### src/rtl/serial_frame_receiver.sv
// Serial frame receiver: synchronises an upstream bit-serial stream, deserialises bytes into a FIFO.
// Define SERIAL_RX_MSB_FIRST_EN to place the first sampled bit in bit 7 instead of bit 0.
module serial_frame_receiver #(
    parameter int FIFO_DEPTH = 16,
    parameter int FRAME_LEN  = 10
) (
    input  logic                          clk,
    input  logic                          reset,
    input  logic                          ser_clk,
    input  logic                          ser_data,
    input  logic                          ser_en,
    output logic [7:0]                    out_data,
    output logic                          out_valid,
    input  logic                          out_ready,
    output logic [$clog2(FIFO_DEPTH):0]   fifo_count,
    output logic                          frame_done,
    output logic                          frame_err,
    output logic                          overflow
);
    localparam int AW = $clog2(FIFO_DEPTH);
    localparam int CW = AW + 1;

    typedef enum logic [1:0] {IDLE, RECV, DONE} state_t;

    state_t state, stateNext;

    logic serClkMeta, serClkS, clkD;
    logic serDataMeta, serDataS;
    logic serEnMeta, serEnS, serEnD;
    logic [1:0] primeSr;
    logic strobe, serEnRise;

    logic [2:0] bitCnt;
    logic [7:0] byteCnt;
    logic [7:0] shiftReg, assembled;
    logic lastByte;
    logic clrCnt, shiftEn, pushEn, doneSet, errSet;

    logic [7:0]    mem [FIFO_DEPTH];
    logic [AW-1:0] wrPtr, rdPtr;
    logic [CW-1:0] memCount;
    logic          headValid;
    logic [7:0]    headData;
    logic          full, pop, pushOk, load;

    // serEnD holds 1 until the synchroniser has flushed, so an enable already high at reset is not a rise
    always_ff @(posedge clk) begin
        if (reset) begin
            serClkMeta  <= 1'b0;
            serClkS     <= 1'b0;
            clkD        <= 1'b0;
            serDataMeta <= 1'b0;
            serDataS    <= 1'b0;
            serEnMeta   <= 1'b0;
            serEnS      <= 1'b0;
            serEnD      <= 1'b1;
            primeSr     <= '0;
        end else begin
            serClkMeta  <= ser_clk;
            serClkS     <= serClkMeta;
            clkD        <= serClkS;
            serDataMeta <= ser_data;
            serDataS    <= serDataMeta;
            serEnMeta   <= ser_en;
            serEnS      <= serEnMeta;
            primeSr     <= {primeSr[0], 1'b1};
            serEnD      <= primeSr[1] ? serEnS : 1'b1;
        end
    end

    assign strobe    = serClkS & ~clkD & serEnS;
    assign serEnRise = serEnS & ~serEnD;
    assign lastByte  = (byteCnt == 8'(FRAME_LEN - 1));

    always_comb begin
        assembled = shiftReg;
`ifdef SERIAL_RX_MSB_FIRST_EN
        assembled[3'd7 - bitCnt] = serDataS;
`else
        assembled[bitCnt] = serDataS;
`endif
    end

    always_ff @(posedge clk) begin
        if (reset) state <= IDLE;
        else       state <= stateNext;
    end

    always_comb begin
        stateNext = state;
        unique case (state)
            IDLE: if (serEnRise) stateNext = RECV;
            RECV: begin
                if (!serEnS)
                    stateNext = IDLE;
                else if (strobe && bitCnt == 3'd7 && lastByte)
                    stateNext = DONE;
            end
            DONE: if (!serEnS) stateNext = IDLE;
            default: stateNext = IDLE;
        endcase
    end

    always_comb begin
        clrCnt  = (state == IDLE) && serEnRise;
        shiftEn = (state == RECV) && strobe;
        pushEn  = shiftEn && (bitCnt == 3'd7);
        doneSet = pushEn && lastByte;
        errSet  = (state == RECV) && !serEnS;
    end

    always_ff @(posedge clk) begin
        if (reset) begin
            bitCnt     <= '0;
            byteCnt    <= '0;
            shiftReg   <= '0;
            frame_done <= 1'b0;
            frame_err  <= 1'b0;
            overflow   <= 1'b0;
        end else begin
            frame_done <= doneSet;
            frame_err  <= errSet;
            if (clrCnt || errSet) begin
                bitCnt <= '0;
                if (clrCnt) byteCnt <= '0;
            end else if (shiftEn) begin
                shiftReg <= assembled;
                bitCnt   <= bitCnt + 3'd1;
                if (pushEn) byteCnt <= byteCnt + 8'd1;
            end
            if (pushEn && full && !pop) overflow <= 1'b1;
        end
    end

    // Storage feeds a registered head stage; fifo_count covers both so the head counts as held
    assign pop        = headValid & out_ready;
    assign fifo_count = memCount + CW'(headValid);
    assign full       = (fifo_count == CW'(FIFO_DEPTH));
    assign pushOk     = pushEn & (~full | pop);
    assign load       = (memCount != '0) & (~headValid | pop);

    always_ff @(posedge clk) begin
        if (pushOk) mem[wrPtr] <= assembled;
    end

    always_ff @(posedge clk) begin
        if (reset) begin
            wrPtr     <= '0;
            rdPtr     <= '0;
            memCount  <= '0;
            headValid <= 1'b0;
            headData  <= '0;
        end else begin
            if (pushOk) wrPtr <= wrPtr + AW'(1);
            if (load) begin
                headData  <= mem[rdPtr];
                headValid <= 1'b1;
                rdPtr     <= rdPtr + AW'(1);
            end else if (pop) begin
                headData  <= '0;
                headValid <= 1'b0;
            end
            memCount <= memCount + CW'(pushOk) - CW'(load);
        end
    end

    assign out_data  = headData;
    assign out_valid = headValid;

endmodule

### config.mk
export PLATFORM = sky130hd
export DESIGN_NAME = serial_frame_receiver
export DESIGN_NICKNAME = d
export VERILOG_FILES = /design/src/rtl/serial_frame_receiver.sv
export SDC_FILE = /design/constraint.sdc
export NUM_CORES = 1
export LEC_CHECK = 0
export CORE_MARGIN = 4
export CORE_UTILIZATION = 46
export CTS_BUF_LIST = sky130_fd_sc_hd__clkbuf_16
export CTS_CLUSTER_DIAMETER = 120
export DETAILED_ROUTE_END_ITERATION = 10
export GPL_TIMING_DRIVEN = 0
export SKIP_CTS_REPAIR_TIMING = 1
export SYNTH_ARGS = -nofsm -noshare
export SYNTH_HDL_FRONTEND = slang
export SYNTH_SLANG_ARGS = --single-unit
export TNS_END_PERCENT = 1
### constraint.sdc
create_clock -name clk -period 3.65 [get_ports clk]
set_input_delay 0.73 -clock clk [delete_from_list [all_inputs] [get_ports clk]]
set_output_delay 0.73 -clock clk [all_outputs]
set_load 0.1 [all_outputs]
==> impl_results.md, run 1 <==
- Largest net degree at the start of global routing: 18
- Seq. cell area: 0.005049 mm²
- Final non-filler cell total: 770
- Most frequent standard cell in the layout excluding fill and tap cells: edfxtp_1
- Number of nets in the layout: 563
- Hold Fails Final Rpt: 0
- Height of the die: 138.2 µm
- Power density normalized to cell area: 657.7 mW/mm²
- Maximum clock insertion buffer count: 2
- Required time at the worst-slack endpoint: 2920 ps
- Leak Pwr: 3.143 nW
- Relative slew margins: 34.45%
- Post-synthesis average cell area: 15.74 µm²
- DR pass1 iterations: 4
- Overall global routing resource usage: 16.74%
- Finished Cell Area: 0.008921 mm²
- Max Transition Viols Final: 0
- Number of DRC markers in iteration 0: 245
- Post-route ant nets: 0
- Synthesized instance count: 495
- F_max: 297.8 MHz
- Arrival time worst endpoint: 2630 ps
- CTS root buffer: clkbuf_16
- Total setup violations reported at the end of the flow: 0
- Num ports: 23
- CP Class: register to output port
- H-tree depth: 4
- FF+latch count, synth: 188
- Syn_nets: 521
- Post-detailed-placement cell area: 0.008366 mm²
- First-pass GRT wire length: 24590 µm
- Number of buffer cells added on primary ports: 22
- Share of async-settable or async-resettable flops after synthesis: 0%
- Yosys warning total: 0
- # fillers: 1363
- Top library cells by usage in the layout, fill and taps aside: edfxtp_1, dfxtp_1, nor2_1, and3_1
- Time the final worst path needs with I/O delays and setup: 3358 ps
- # Max-Cap Violations: 0
- Initial core utilization: 47.00%
- Outcome: completed
- Post-route fraction of the period consumed by the critical path: 92.00%
- Area growth from synthesis to final layout: 14.46%
- Share of cells above drive strength 1: 15.09%
- Core region area: 0.01658 mm²
- Met3 routing resource usage after global routing: 3.798%
- Element type at the critical path start: register
- Sum of overflow across all layers after global routing: 0
- Worst hold slack across all endpoints: 370.1 ps
- Floorplan die width: 138.2 µm
- Row count: 47
- Count of different cell masters after synthesis: 47
- Most frequently used flop master after synthesis: edfxtp_1
- Design Power: 5.867 mW
- Final WS setup: 291.8 ps
- Number of DRC violations after detailed routing: 0
- Post-route clock skew: 9.841 ps
- Register area share after synthesis: 64.73%
- Met1 Track Usage GR: 22.78%
- Via count of the first global-routing pass: 4361
- Peak supply drop: 0.5932 mV
- Number of antenna violations at the first check in global routing: 0
- Met2 Usage GRT: 26.77%
- Clk sinks: 188
- Clock-pin slew on the worst setup and hold paths: 60 ps
- WL per Instance: 19.86 µm
- Clock buffer count from CTS: 17
- Via-to-Cell Ratio: 5.505
- Hold/Removal Path Class: register to register
- Unrepaired setup endpoints after global routing: no
- DP Worst Slack: -169.7 ps
- Area of combinational cells with multiple inputs: 0.002634 mm²
- Insertion delay to the later sink of the worst-skew pair: 430 ps
- CTS tree: done
- Highest-utilization routing layer at the global route stage: met2
- Die footprint: 0.01909 mm²
- Total via count after detailed routing: 4239
- Post-Place Cells: 737
- Detail Placement HPWL: 10250 µm
- Kind of capture point of the worst setup path: output port
- Final weighted congestion in routability-driven placement: 0.7721
- Post-Synthesis Cell Area: 0.007794 mm²
- Max FO, Critical Path: 3
- Count of flip-flops with a built-in enable after synthesis: 128
- Worst-margin pin slew: 980.2 ps
- Post-Route WL: 15290 µm
- Number of inserted diodes: 0
layout make-up:
type / count / share of cell area (%)
Timing Repair Buffer: 23 / 2.609
Clock buffer: 17 / 4.769
Clock inverter: 15 / 1.234
Multi-Input combinational cell: 269 / 29.52
Sequential cell: 188 / 56.59
Tap cell: 220 / 3.086
Buffer: 22 / 1.515
Inverter: 16 / 0.6732
critical path, cell delays in order, from the launching register on:
cell and delay [ps]:
dfxtp_1 450, ha_4 170, ha_2 230, xor2_4 190, clkdlybuf4s50_1 1160
power breakdown:
group	switching [mW]	internal [mW]
Combinational	1.06	0.668
Sequential	0.0991	2.35
Clock	0.767	0.925
Total	1.93	3.94
synthesized netlist by cell type (2+ instances only):
cell | number | share of area, %
clkbuf_2 | 2 | 0.13
clkbuf_1 | 10 | 0.48
mux4_1 | 19 | 6.4
edfxtp_1 | 128 | 49
nor2_1 | 37 | 1.8
xor2_1 | 2 | 0.22
nor2b_1 | 17 | 1.4
o21ai_0 | 6 | 0.39
and3_1 | 22 | 1.8
inv_1 | 16 | 0.77
nand3_1 | 12 | 0.77
ha_1 | 19 | 3.1
mux4_2 | 13 | 3.8
nand2_1 | 9 | 0.43
a21oi_1 | 12 | 0.77
o211ai_1 | 3 | 0.29
nor3_1 | 3 | 0.19
mux2i_1 | 20 | 2.6
or3_1 | 5 | 0.40
a31oi_1 | 3 | 0.24
buf_6 | 4 | 0.58
nor3b_1 | 6 | 0.58
nand3b_1 | 3 | 0.29
nand2b_1 | 3 | 0.24
or4_1 | 3 | 0.29
a221o_1 | 8 | 1.0
xnor2_1 | 7 | 0.79
and2_1 | 4 | 0.32
mux2_2 | 18 | 2.6
buf_2 | 5 | 0.32
dfxtp_1 | 60 | 15
registers in the layout, indices dropped and copies added (netlist names), 2 cells and up, named ones only:
register / cells
rdPtr: 4
memCount: 5
shiftReg: 8
byteCnt: 8
mem: 128
primeSr: 2
out_data: 8
state: 2
wrPtr: 4
bitCnt: 3
kinds of logic after synthesis:
logic type	after synthesis	share of synthesized area (%)
flip-flops	188	64.73
AND/OR/NAND/NOR	131	9.423
multiplexers	70	15.33
AO/OA/AOI/OAI	39	3.725
buffers and inverters	38	2.472
adder cells (fa/ha/maj)	20	3.307
XOR/XNOR	9	1.011
path summary, 6_finish.rpt:
check,from,slack (ps),depth (start not counted),to
min,primeSr[1]$_SDFF_PP0_,370,1,serEnD$_SDFF_PP1_
max,memCount[0]$_SDFF_PP0_,290,4,fifo_count[2]
min reg2reg,primeSr[1]$_SDFF_PP0_,370,1,serEnD$_SDFF_PP1_
max reg2reg,memCount[0]$_SDFF_PP0_,360,15,memCount[4]$_SDFF_PP0_
through the flow:
stage	setup TNS, ps	utilization, %
2_1_floorplan	0	-
3_3_place_gp	-121.9	50.45
3_5_place_dp	-169.7	50.45
4_1_cts	0	53.67
5_1_grt	0	53.80
6_report	0	53.80
layer usage:
layer	part of all wire, %	routed length [µm]
met1	47	7150
met2	48	7321
met3	3.5	542
met4	1.8	276
met5	0	0
(Power assumes the default switching activity.)
==> run 2: changes to the inputs <==
--- a/config.mk
+++ b/config.mk
@@ -11,6 +11,7 @@
 export CTS_CLUSTER_DIAMETER = 120
 export DETAILED_ROUTE_END_ITERATION = 10
 export GPL_TIMING_DRIVEN = 0
+export HOLD_SLACK_MARGIN = 0.06
 export SKIP_CTS_REPAIR_TIMING = 1
 export SYNTH_ARGS = -nofsm -noshare
 export SYNTH_HDL_FRONTEND = slang
==> results of run 2 <==
Same layout as run 1: the final DEF is identical, and so are final timing and power.
==> run 3: changes to the inputs <==
==> constraint.sdc (replaced) <==
create_clock -name clk -period 3.5 [get_ports clk]
set_input_delay 0.7 -clock clk [delete_from_list [all_inputs] [get_ports clk]]
set_output_delay 0.7 -clock clk [all_outputs]
set_load 0.1 [all_outputs]
==> run 3 against run 2 <==
Net effect:
- non-clock buffer count fell by 1
- die area unchanged
- critical path depth up 10
- sequential power rose by 5%
- via count decreased by 0.94%
- hold slack lost 3.3 ps
- worst setup slack worse by 200 ps
- wire length is 0.53% higher
- count of clock-buffer cells in the layout did not move
- critical path type is now input port to register
==> impl_results.md, run 3 (synthesis results as in run 1) <==
- Outcome: completed
- Number of DRC violations after detailed routing: 0
- Kind of capture point of the worst setup path: register
- Power density normalized to cell area: 693.8 mW/mm²
- Number of DRC markers in iteration 0: 230
- Met3 routing resource usage after global routing: 4.351%
- Most frequent standard cell in the layout excluding fill and tap cells: edfxtp_1
- Arrival time worst endpoint: 3700 ps
- DP Worst Slack: -348.7 ps
- Share of cells above drive strength 1: 15.48%
- Number of inserted diodes: 0
- Detail Placement HPWL: 10090 µm
- Sum of overflow across all layers after global routing: 0
- Initial core utilization: 47.00%
- # fillers: 1343
- Max Transition Viols Final: 0
- Overall global routing resource usage: 16.46%
- First-pass GRT wire length: 24160 µm
- Required time at the worst-slack endpoint: 3800 ps
- Clock buffer count from CTS: 17
- Clk sinks: 188
- Number of nets in the layout: 562
- WL per Instance: 19.99 µm
- Highest-utilization routing layer at the global route stage: met2
- Hold Fails Final Rpt: 0
- Post-route fraction of the period consumed by the critical path: 97.28%
- Switching share of total power: 32.67%
- Insertion delay to the later sink of the worst-skew pair: 430 ps
- Element type at the critical path start: input port
- Core region area: 0.01658 mm²
- Floorplan die width: 138.2 µm
- Max FO, Critical Path: 10
- Unrepaired setup endpoints after global routing: yes
- F_max: 293.7 MHz
- Final weighted congestion in routability-driven placement: 0.7822
- Biggest register: mem
- Worst-margin pin slew: 978.3 ps
- CTS tree: done
- H-tree depth: 4
- CTS root buffer: clkbuf_16
- Maximum clock insertion buffer count: 2
- Clock-pin slew on the worst setup and hold paths: 70 ps
- Height of the die: 138.2 µm
- Met1 Track Usage GR: 21.58%
- Area growth from synthesis to final layout: 15.12%
- Part of the power in registers: 41.1%
- Top library cells by usage in the layout, fill and taps aside: edfxtp_1, dfxtp_1, nor2_1, and3_1
- Power Internal: 4.191 mW
- Via count of the first global-routing pass: 4361
- # Max-Cap Violations: 0
- Die footprint: 0.01909 mm²
- Row count: 47
- Clock share of power: 29.9%
- Number of antenna violations at the first check in global routing: 0
- Post-Route WL: 15370 µm
- DR pass1 iterations: 4
- Number of buffer cells added on primary ports: 22
- Design Power: 6.225 mW
- Time the final worst path needs with I/O delays and setup: 3405 ps
- Total setup violations reported at the end of the flow: 0
- Max FFs per register: 128
- Peak supply drop: 0.6582 mV
- Relative slew margins: 34.58%
- Reported net switching power: 2.034 mW
- Total via count after detailed routing: 4199
- Num ports: 23
- Met2 Usage GRT: 27.70%
- Via-to-Cell Ratio: 5.460
- Leak Pwr: 3.174 nW
- Logic gate share of total power: 29.1%
- Util after Layout: 54.10%
- CP Class: input port to register
- Hold/Removal Path Class: register to register
- Post-route clock skew: 13.53 ps
- Final WS setup: 95.33 ps
- Post-route ant nets: 0
- Largest net degree at the start of global routing: 18
==> run 3: power groups by stage <==
| stage | combinational (mW) | sequential [mW] | clock, mW |
|---|---|---|---|
| floorplan | 1.16 | 2.88 | 0 |
| global placement | 1.79 | 2.60 | 0 |
| detailed placement | 1.82 | 2.61 | 0 |
| CTS | 1.83 | 2.56 | 1.89 |
| global route | 1.91 | 2.57 | 1.99 |
| finish | 1.81 | 2.56 | 1.86 |
==> run 3: path summary, 6_finish.rpt <==
check,startpoint,to,slack [ps],cells past startpoint
hold reg to reg,primeSr[1]$_SDFF_PP0_,serEnD$_SDFF_PP1_,370,1
setup / recovery,out_ready,memCount[4]$_SDFF_PP0_,100,14
setup reg to reg,memCount[0]$_SDFF_PP0_,memCount[4]$_SDFF_PP0_,120,16
hold / removal,primeSr[1]$_SDFF_PP0_,serEnD$_SDFF_PP1_,370,1
==> run 3: worst max-delay path, stage by stage <==
cell	delay, ps
clkdlybuf4s50_1	490
a2111oi_4	580
a31oi_4	240
buf_6	200
inv_1	70
ha_1	220
inv_1	60
ha_1	150
inv_1	50
fa_1	390
nor2b_1	190
o21bai_1	120
a21oi_1	160
nor3b_1	60
==> run 3: stage by stage <==
stage	cells	cell area, µm²	hold slack (ps)	setup TNS [ps]
floorplan	495	7889	343.4	0
global placement	737	8384	356.6	-234.4
detailed placement	737	8384	351.0	-482.7
CTS	769	8959	367.0	-153.5
global route	769	8972	383.7	-51.09
finish	769	8972	366.8	0
==> run 3: cell type report <==
type                       instances  area, µm²  share of cell area, %
buffer                            22      138.9                  1.548
clock buffer                      17      425.4                  4.741
clock inverter                    15      148.9                  1.659
inverter                          16      60.06                 0.6694
multi-input combinational        269       2649                  29.52
sequential                       188       5050                  56.28
tap                              220      275.3                  3.068
timing repair buffer              22      225.2                  2.510
==> run 3: routing by layer <==
| metal | vias up | wire length [µm] |
|---|---|---|
| met5 | - | 0 |
| met4 | 0 | 130 |
| met3 | 12 | 702 |
| met2 | 95 | 7741 |
| met1 | 2105 | 6799 |
| li1 | 1987 | - |
